### config.mk
export PLATFORM = sky130hd
export DESIGN_NAME = fifo_write_ctrl
export DESIGN_NICKNAME = d
export VERILOG_FILES = /design/src/rtl/fifo_pkg.sv /design/src/rtl/fifo_sync_2ff.sv /design/src/rtl/fifo_write_ctrl.sv
export SDC_FILE = /design/constraint.sdc
export NUM_CORES = 1
export LEC_CHECK = 0
export BUFFER_PORTS_ARGS = -buffer_cell sky130_fd_sc_hd__buf_2
export CORE_ASPECT_RATIO = 0.5
export CORE_MARGIN = 2
export CORE_UTILIZATION = 40
export CTS_BUF_LIST = sky130_fd_sc_hd__clkbuf_16
export DETAILED_ROUTE_END_ITERATION = 12
export GPL_TIMING_DRIVEN = 0
export PLACE_DENSITY = 0.72
export SYNTH_ARGS = -nofsm -noshare
export SYNTH_HDL_FRONTEND = slang
export SYNTH_HIERARCHICAL = 1
export SYNTH_SLANG_ARGS = --single-unit
### constraint.sdc
create_clock -name write_clk -period 3.32 [get_ports write_clk]
set_input_delay 0.664 -clock write_clk [delete_from_list [all_inputs] [get_ports write_clk]]
set_output_delay 0.664 -clock write_clk [all_outputs]
set_load 0.01 [all_outputs]
### src/rtl/fifo_pkg.sv
// Shared definitions for the dual-clock FIFO pointer controllers.
// Gray/binary helpers are width-generic: zero-extend in, truncate out.
package fifo_pkg;

    localparam int GRAY_MAX_W = 32;

    function automatic int ptr_width(input int address_size);
        return address_size + 1;
    endfunction

    function automatic logic [GRAY_MAX_W-1:0] bin2gray(
        input logic [GRAY_MAX_W-1:0] b
    );
        return b ^ (b >> 1);
    endfunction

    function automatic logic [GRAY_MAX_W-1:0] gray2bin(
        input logic [GRAY_MAX_W-1:0] g
    );
        logic [GRAY_MAX_W-1:0] b;
        b[GRAY_MAX_W-1] = g[GRAY_MAX_W-1];
        for (int i = GRAY_MAX_W - 2; i >= 0; i--) begin
            b[i] = b[i+1] ^ g[i];
        end
        return b;
    endfunction

endpackage

### src/rtl/fifo_sync_2ff.sv
// Generic N-bit two-flop synchroniser, asynchronous active-high reset.
// Only safe for buses where at most one bit changes per source cycle.
module fifo_sync_2ff #(
    parameter int width = 1
) (
    input  logic             clk,
    input  logic             rst,
    input  logic [width-1:0] d,
    output logic [width-1:0] q
);

    logic [width-1:0] meta;

    always_ff @(posedge clk or posedge rst) begin
        if (rst) begin
            meta <= '0;
            q    <= '0;
        end else begin
            meta <= d;
            q    <= meta;
        end
    end

endmodule

### src/rtl/fifo_write_ctrl.sv
// Write-side pointer/flag controller of the dual-clock FIFO.
// Optional write_almost_full output: define FIFO_WRITE_ALMOST_FULL_EN.
module fifo_write_ctrl
    import fifo_pkg::*;
#(
    parameter int address_size       = 4,
    parameter int almost_full_margin = 2
) (
    input  logic                    write_clk,
    input  logic                    write_reset,
    input  logic                    write_inc,
    input  logic [address_size:0]   read_ptr_gray,
    output logic                    write_en,
    output logic                    write_full,
    output logic [address_size-1:0] write_address,
    output logic [address_size:0]   write_ptr_gray,
    output logic [address_size:0]   write_level,
    output logic                    write_overflow
`ifdef FIFO_WRITE_ALMOST_FULL_EN
    ,
    output logic                    write_almost_full
`endif
);

    localparam int PW    = ptr_width(address_size);
    localparam int DEPTH = 1 << address_size;

    logic [PW-1:0] wbin;
    logic [PW-1:0] wbin_next;
    logic [PW-1:0] wgray_next;
    logic [PW-1:0] rq2;
    logic [PW-1:0] rbin;
    logic [PW-1:0] level_next;
    logic          full_next;
    logic          accept;

    fifo_sync_2ff #(
        .width(PW)
    ) u_rsync (
        .clk (write_clk),
        .rst (write_reset),
        .d   (read_ptr_gray),
        .q   (rq2)
    );

    assign accept     = write_inc & ~write_full;
    assign write_en   = accept;
    assign wbin_next  = wbin + PW'(accept);
    assign wgray_next = PW'(bin2gray(32'(wbin_next)));
    assign rbin       = PW'(gray2bin(32'(rq2)));
    assign level_next = wbin_next - rbin;

    // Full when writer is one lap ahead: top two Gray bits inverted.
    assign full_next = (wgray_next ==
                        {~rq2[PW-1:PW-2], rq2[PW-3:0]});

    assign write_address = wbin[address_size-1:0];

    always_ff @(posedge write_clk or posedge write_reset) begin
        if (write_reset) begin
            wbin           <= '0;
            write_ptr_gray <= '0;
            write_full     <= 1'b0;
            write_level    <= '0;
            write_overflow <= 1'b0;
        end else begin
            wbin           <= wbin_next;
            write_ptr_gray <= wgray_next;
            write_full     <= full_next;
            write_level    <= level_next;
            write_overflow <= write_overflow
                            | (write_inc & write_full);
        end
    end

`ifdef FIFO_WRITE_ALMOST_FULL_EN
    always_ff @(posedge write_clk or posedge write_reset) begin
        if (write_reset) begin
            write_almost_full <= 1'b0;
        end else begin
            write_almost_full <= (level_next >=
                PW'(DEPTH - almost_full_margin));
        end
    end
`endif

endmodule

Word level (Yosys, flattened, before mapping)

Cells that the tools add are included.

Bits in registers: 27
Bits in latches: 0
Bits in writable memories: 0
Bits in read-only memories: 0
Bits of input ports: 8
Word-level logic and storage cells: 20
Memories kept: 0

Add/subtract/negate cells: 2
Multiply operators: 0
Divide/modulo/power cells: 0
$lt $le $gt $ge: 0
Equal/unequal tests: 1
Shift operators: 0
Muxes and demuxes: 0
Bitwise logic cells: 10
Reductions and logical operators: 0

Operator list:

| kind        | count |
|---|---|
| $add 5x1->5 | 1 |
| $eq 5x5->1  | 1 |
| $sub 5x5->5 | 1 |
| $xor 5x4->5 | 1 |
| $xor 1x1->1 | 4 |
| $and 1x1->1 | 2 |
| $not 2->2   | 1 |
| $not 1->1   | 1 |
| $or 1x1->1  | 1 |

Longest topological paths before layout

Depth in word-level cells: 5
Gate-level depth with buffers: 10

Cells and area by module

Netlist, hierarchy kept.

Modules (own cells, without submodules):

| module          | instances | cells an instance | area an instance (um^2) | seq. area each (um^2) |
|---|---|---|---|---|
| fifo_write_ctrl | 1         | 83                | 970.9                   | 400.4 |
| fifo_sync_2ff   | 1         | 11                | 254.0                   | 250.2 |

Worst setup path after synthesis

Ideal clock, no wire load.

Path type: input to register
Start: input port write_inc
End: register write_level[4]
Arrival time: 2,423 ps
Data required time: 3,240 ps
Slack: 817 ps
Cell stages on the path: 10
Path buffers: 1
Path through: nor2b_1 ha_1 ha_1 buf_6 xnor2_2 inv_1 ha_1 a21o_1 a21oi_1 xnor2_1

Cells in the longest elaborated chain, start to end: 3

Ends and longest elaborated chain:

| item                    | RTL line              | RTL |
|---|---|---|
| start, declared         | fifo_write_ctrl.sv:11 | `input logic write_inc,` |
| $and 1x1->1             | fifo_write_ctrl.sv:46 | `assign accept = write_inc & ~write_full;` |
| $add 5x1->5             | fifo_write_ctrl.sv:48 | `assign wbin_next = wbin + PW'(accept);` |
| named net wbin_next[2]  | fifo_write_ctrl.sv:29 | `logic [PW-1:0] wbin_next;` |
| $sub 5x5->5             | fifo_write_ctrl.sv:51 | `assign level_next = wbin_next - rbin;` |
| named net level_next[4] | fifo_write_ctrl.sv:33 | `logic [PW-1:0] level_next;` |
| end signal, assigned    | fifo_write_ctrl.sv:70 | `write_level <= level_next;` |
| end, declared           | fifo_write_ctrl.sv:17 | `output logic [address_size:0] write_level,` |

The timed path passes the listed nets, and every way through them passes these cells.

Worst setup path in the final report

Start: register u_rsync.q[3]
End: register write_level[4]

Cells in the longest elaborated chain, start to end: 5

Ends and longest elaborated chain:

| item                      | RTL line              | RTL |
|---|---|---|
| start, declared           | fifo_sync_2ff.sv:9    | `output logic [width-1:0] q` |
| start signal, assigned    | fifo_sync_2ff.sv:20   | `q <= meta;` |
| $xor 1x1->1 (*)           | fifo_pkg.sv:23        | `b[i] = b[i+1] ^ g[i];` |
| $xor 1x1->1 (3 in series) | fifo_pkg.sv:23        |  |
| $sub 5x5->5 (*)           | fifo_write_ctrl.sv:51 |  |
| named net level_next[4]   | fifo_write_ctrl.sv:33 |  |

The timed path passes the listed nets; every way through them passes the cells marked *.

==> results_dict.tcl <==
set metrics [dict create \
    die_w_um 82.26 \
    comb_power_share_pct 50.4 \
    synth-seq-cells 26 \
    fin_crit_ns 2.655 \
    grt_max_degree 17 \
    cts_hold_buf 0 \
    dieArea_um2 3548 \
    ys_top_cells_by_count "dfrtp_1, inv_1, xnor2_1" \
    postCtsSetupBuffers 0 \
    drtAntennaViolNets 0 \
    antenna_found_initial 0 \
    rsz0062_at_grt "no" \
    r2r_start "u_rsync/q[3]" \
    coreArea_um2 2960 \
    ctsHtreeMaxLevel 1 \
    dr_total_vias 736 \
    leakagePower_nw 0.7524 \
    hold_violations 0 \
    cp_max_fo 4 \
    setup_viol 0 \
    grtUsageTotal_pct 12.05 \
    pwr-share-seq_pct 29.0 \
    cp-startpoint "u_rsync/q[3]" \
    critical_path_class "reg -> reg" \
    vdd_drop_max_uv 426.3 \
    pre_cts_ws_ns 0.5590 \
    power_density_nw_per_um2 1100 \
    cts.repair.resized 0 \
    p_sw_uw 581.4 \
    clock-sinks 26 \
    cts_tree "done" \
    synthTopCellsByArea "dfrtp_1, xnor2_1, ha_1, xnor2_2, xor2_1" \
    cp_common_cell "xnor2_1" \
    slowest_delay_ns 0.42 \
    critPathRequiredTime_ns 3.50 \
    ys_seq_area_share_pct 53.12 \
    syn2layout_area_growth_pct 22.47 \
    fin_crit_sh_pct 79.96 \
    endpoint "write_level[4]" \
    cap_violations 0 \
    final_nets 138 \
    synth_edf_count 0 \
    synth_fp_nets 109 \
    clkPwrFrac_pct 20.6 \
    grt_pass1_vias 649 \
    row_count 14 \
    yosysMostFrequentCell "dfrtp_1" \
    avgSynthCellArea_um2 13.03 \
    post-dp-hpwl_mm 1.511 \
    num_antenna_cells 0 \
    switching_share_pct 35.24 \
    place_area_um2 1395 \
    netlist_instances 94 \
    place_congestion 0.7260 \
    syn_area_um2 1225 \
    hp-class "reg -> reg" \
    clk_path_buf_depth 2 \
    start_kind "register" \
    yosysUniqueCellTypes 30 \
    yosysWarnings 6 \
    firstDrtPassIters 4 \
    fin_setup_tns_ns 0 \
    worst_slack_ns 0.6655 \
    drt_wl_total_mm 1.930 \
    fmaxAchievable_mhz 376.7 \
    skew_ns 0.004515 \
    r2r_cells 10 \
    clock_latency_ns 0.26 \
    drive_above_1_share_pct 31.97 \
    regToRegSetupSlack_ns 0.67 \
    slew_headroom_pct 59.78 \
    final_cell_area_um2 1500 \
    synth_ff_type "dfrtp_1" \
    drc 0 \
    ys_async_sr_fraction_pct 100.0 \
    cts_root_buffer "clkbuf_16" \
    crit_chain "xnor2_1 -> xnor2_2 -> xor2_1 -> xnor2_1 -> ha_1 -> inv_1 -> fa_1 -> a21o_1 -> a21oi_1 -> xnor2_1" \
    tightestPinTransition_ns 0.6027 \
    pin_count 25 \
    initial_core_util_pct 41.38 \
    drv_slew 0 \
    grt_pass1_wl_mm 3.070 \
    drt_iter0_drc 75 \
    rr_endpoint "write_level[4]" \
    internal-power_mw 1.068 \
    run_status "completed" \
    critical_path.slowest_cell "dfrtp_1" \
    clkTransAtPathRegs_ns 0.06 \
    numCtsBuffers 3 \
    grt_overflow 0 \
    cp-end-kind "register" \
    port_buffers 24 \
    synth_area_leader_cell "dfrtp_1" \
    via_per_inst 4.543 \
    routedWlPerCell_um 11.91 \
    worst_ep_arrival_time_ns 2.83 \
    synth_top_area_share_pct 53.12 \
    die_h_um 43.13 \
]
==> cell families after synthesis <==
group,count (synthesis),synth area share [%]
flip-flops,26,53.12
XOR/XNOR,20,16.75
AO/OA/AOI/OAI,17,10.83
buffers and inverters,13,5.617
AND/OR/NAND/NOR,9,4.291
adder cells (fa/ha/maj),7,7.763
multiplexers,2,1.634
==> critical path, delay by kind of cell, from the launching register on <==
kind,cells,cell delay [ns]
XOR/XNOR,5,1.13
adder cells (fa/ha/maj),2,0.58
flip-flops,1,0.42
AO/OA/AOI/OAI,2,0.38
buffers and inverters,1,0.07
==> worst min path at each step <==
stage / cells after the start / to / startpoint / slack [ns]
after global placement: 0 / u_rsync/q[2] / u_rsync/meta[2] / 0.33
after CTS: 0 / u_rsync/q[3] / u_rsync/meta[3] / 0.35
after global routing: 0 / u_rsync/q[2] / u_rsync/meta[2] / 0.36
final: 0 / u_rsync/q[3] / u_rsync/meta[3] / 0.35
after detailed placement: 0 / u_rsync/q[3] / u_rsync/meta[3] / 0.33
after floorplan: 0 / u_rsync/q[0] / u_rsync/meta[0] / 0.33
==> registers in the layout, indices dropped and copies added, names as in the netlist <==
name / cells
u_rsync/q: 5
write_ptr_gray: 4
write_full: 1
write_level: 5
write_overflow: 1
wbin: 5
u_rsync/meta: 5
==> metal layers <==
layer  vias to the layer above  global-route usage, %  wire, um  part of all wire [%]
met5                         -                      0         0                     0
met4                         0                  4.000        19                  0.98
li1                        368                      -         -                     -
met1                       343                  17.33       907                    47
met2                        23                  17.10       850                    44
met3                         2                  3.830       152                   7.9
==> layout make-up <==
class	instances	area (um2)
inverter	9	33.78
timing repair buffer	24	120.1
clock inverter	1	30.03
clock buffer	3	75.07
tap	40	50.05
multi-input combinational	55	505.5
buffer	4	35.03
fill	257	1460
sequential	26	650.6
==> cell usage in the layout, fill, tap and decap left out, types with 2 or more instances in the layout <==
cell and n:
dfrtp_1 26, buf_2 25, xnor2_1 9, inv_1 9, xor2_1 7, ha_1 6
xnor2_2 4, a21o_1 3, a21oi_1 3, clkbuf_16 3, buf_6 2, nor2b_1 2
nand2_1 2, mux2i_1 2, a211o_1 2
==> power groups by stage <==
stage,clock (mW),combinational [mW],sequential [mW]
5_1_grt,0.360,0.924,0.488
4_1_cts,0.346,0.842,0.479
6_report,0.340,0.832,0.478
2_1_floorplan,0,0.570,0.540
3_3_place_gp,0,0.812,0.482
3_5_place_dp,0,0.836,0.485
==> metrics by stage <==
stage / instances / power, mW / util, % / hold slack (ns)
floorplan: 94 / 1.110 / - / 0.3312
global placement: 158 / 1.294 / 47.13 / 0.3333
detailed placement: 158 / 1.320 / 47.13 / 0.3347
CTS: 162 / 1.667 / 50.68 / 0.3497
global route: 162 / 1.772 / 50.68 / 0.3555
finish: 162 / 1.650 / 50.68 / 0.3478
Note: power is estimated with default switching activity, not from simulation.
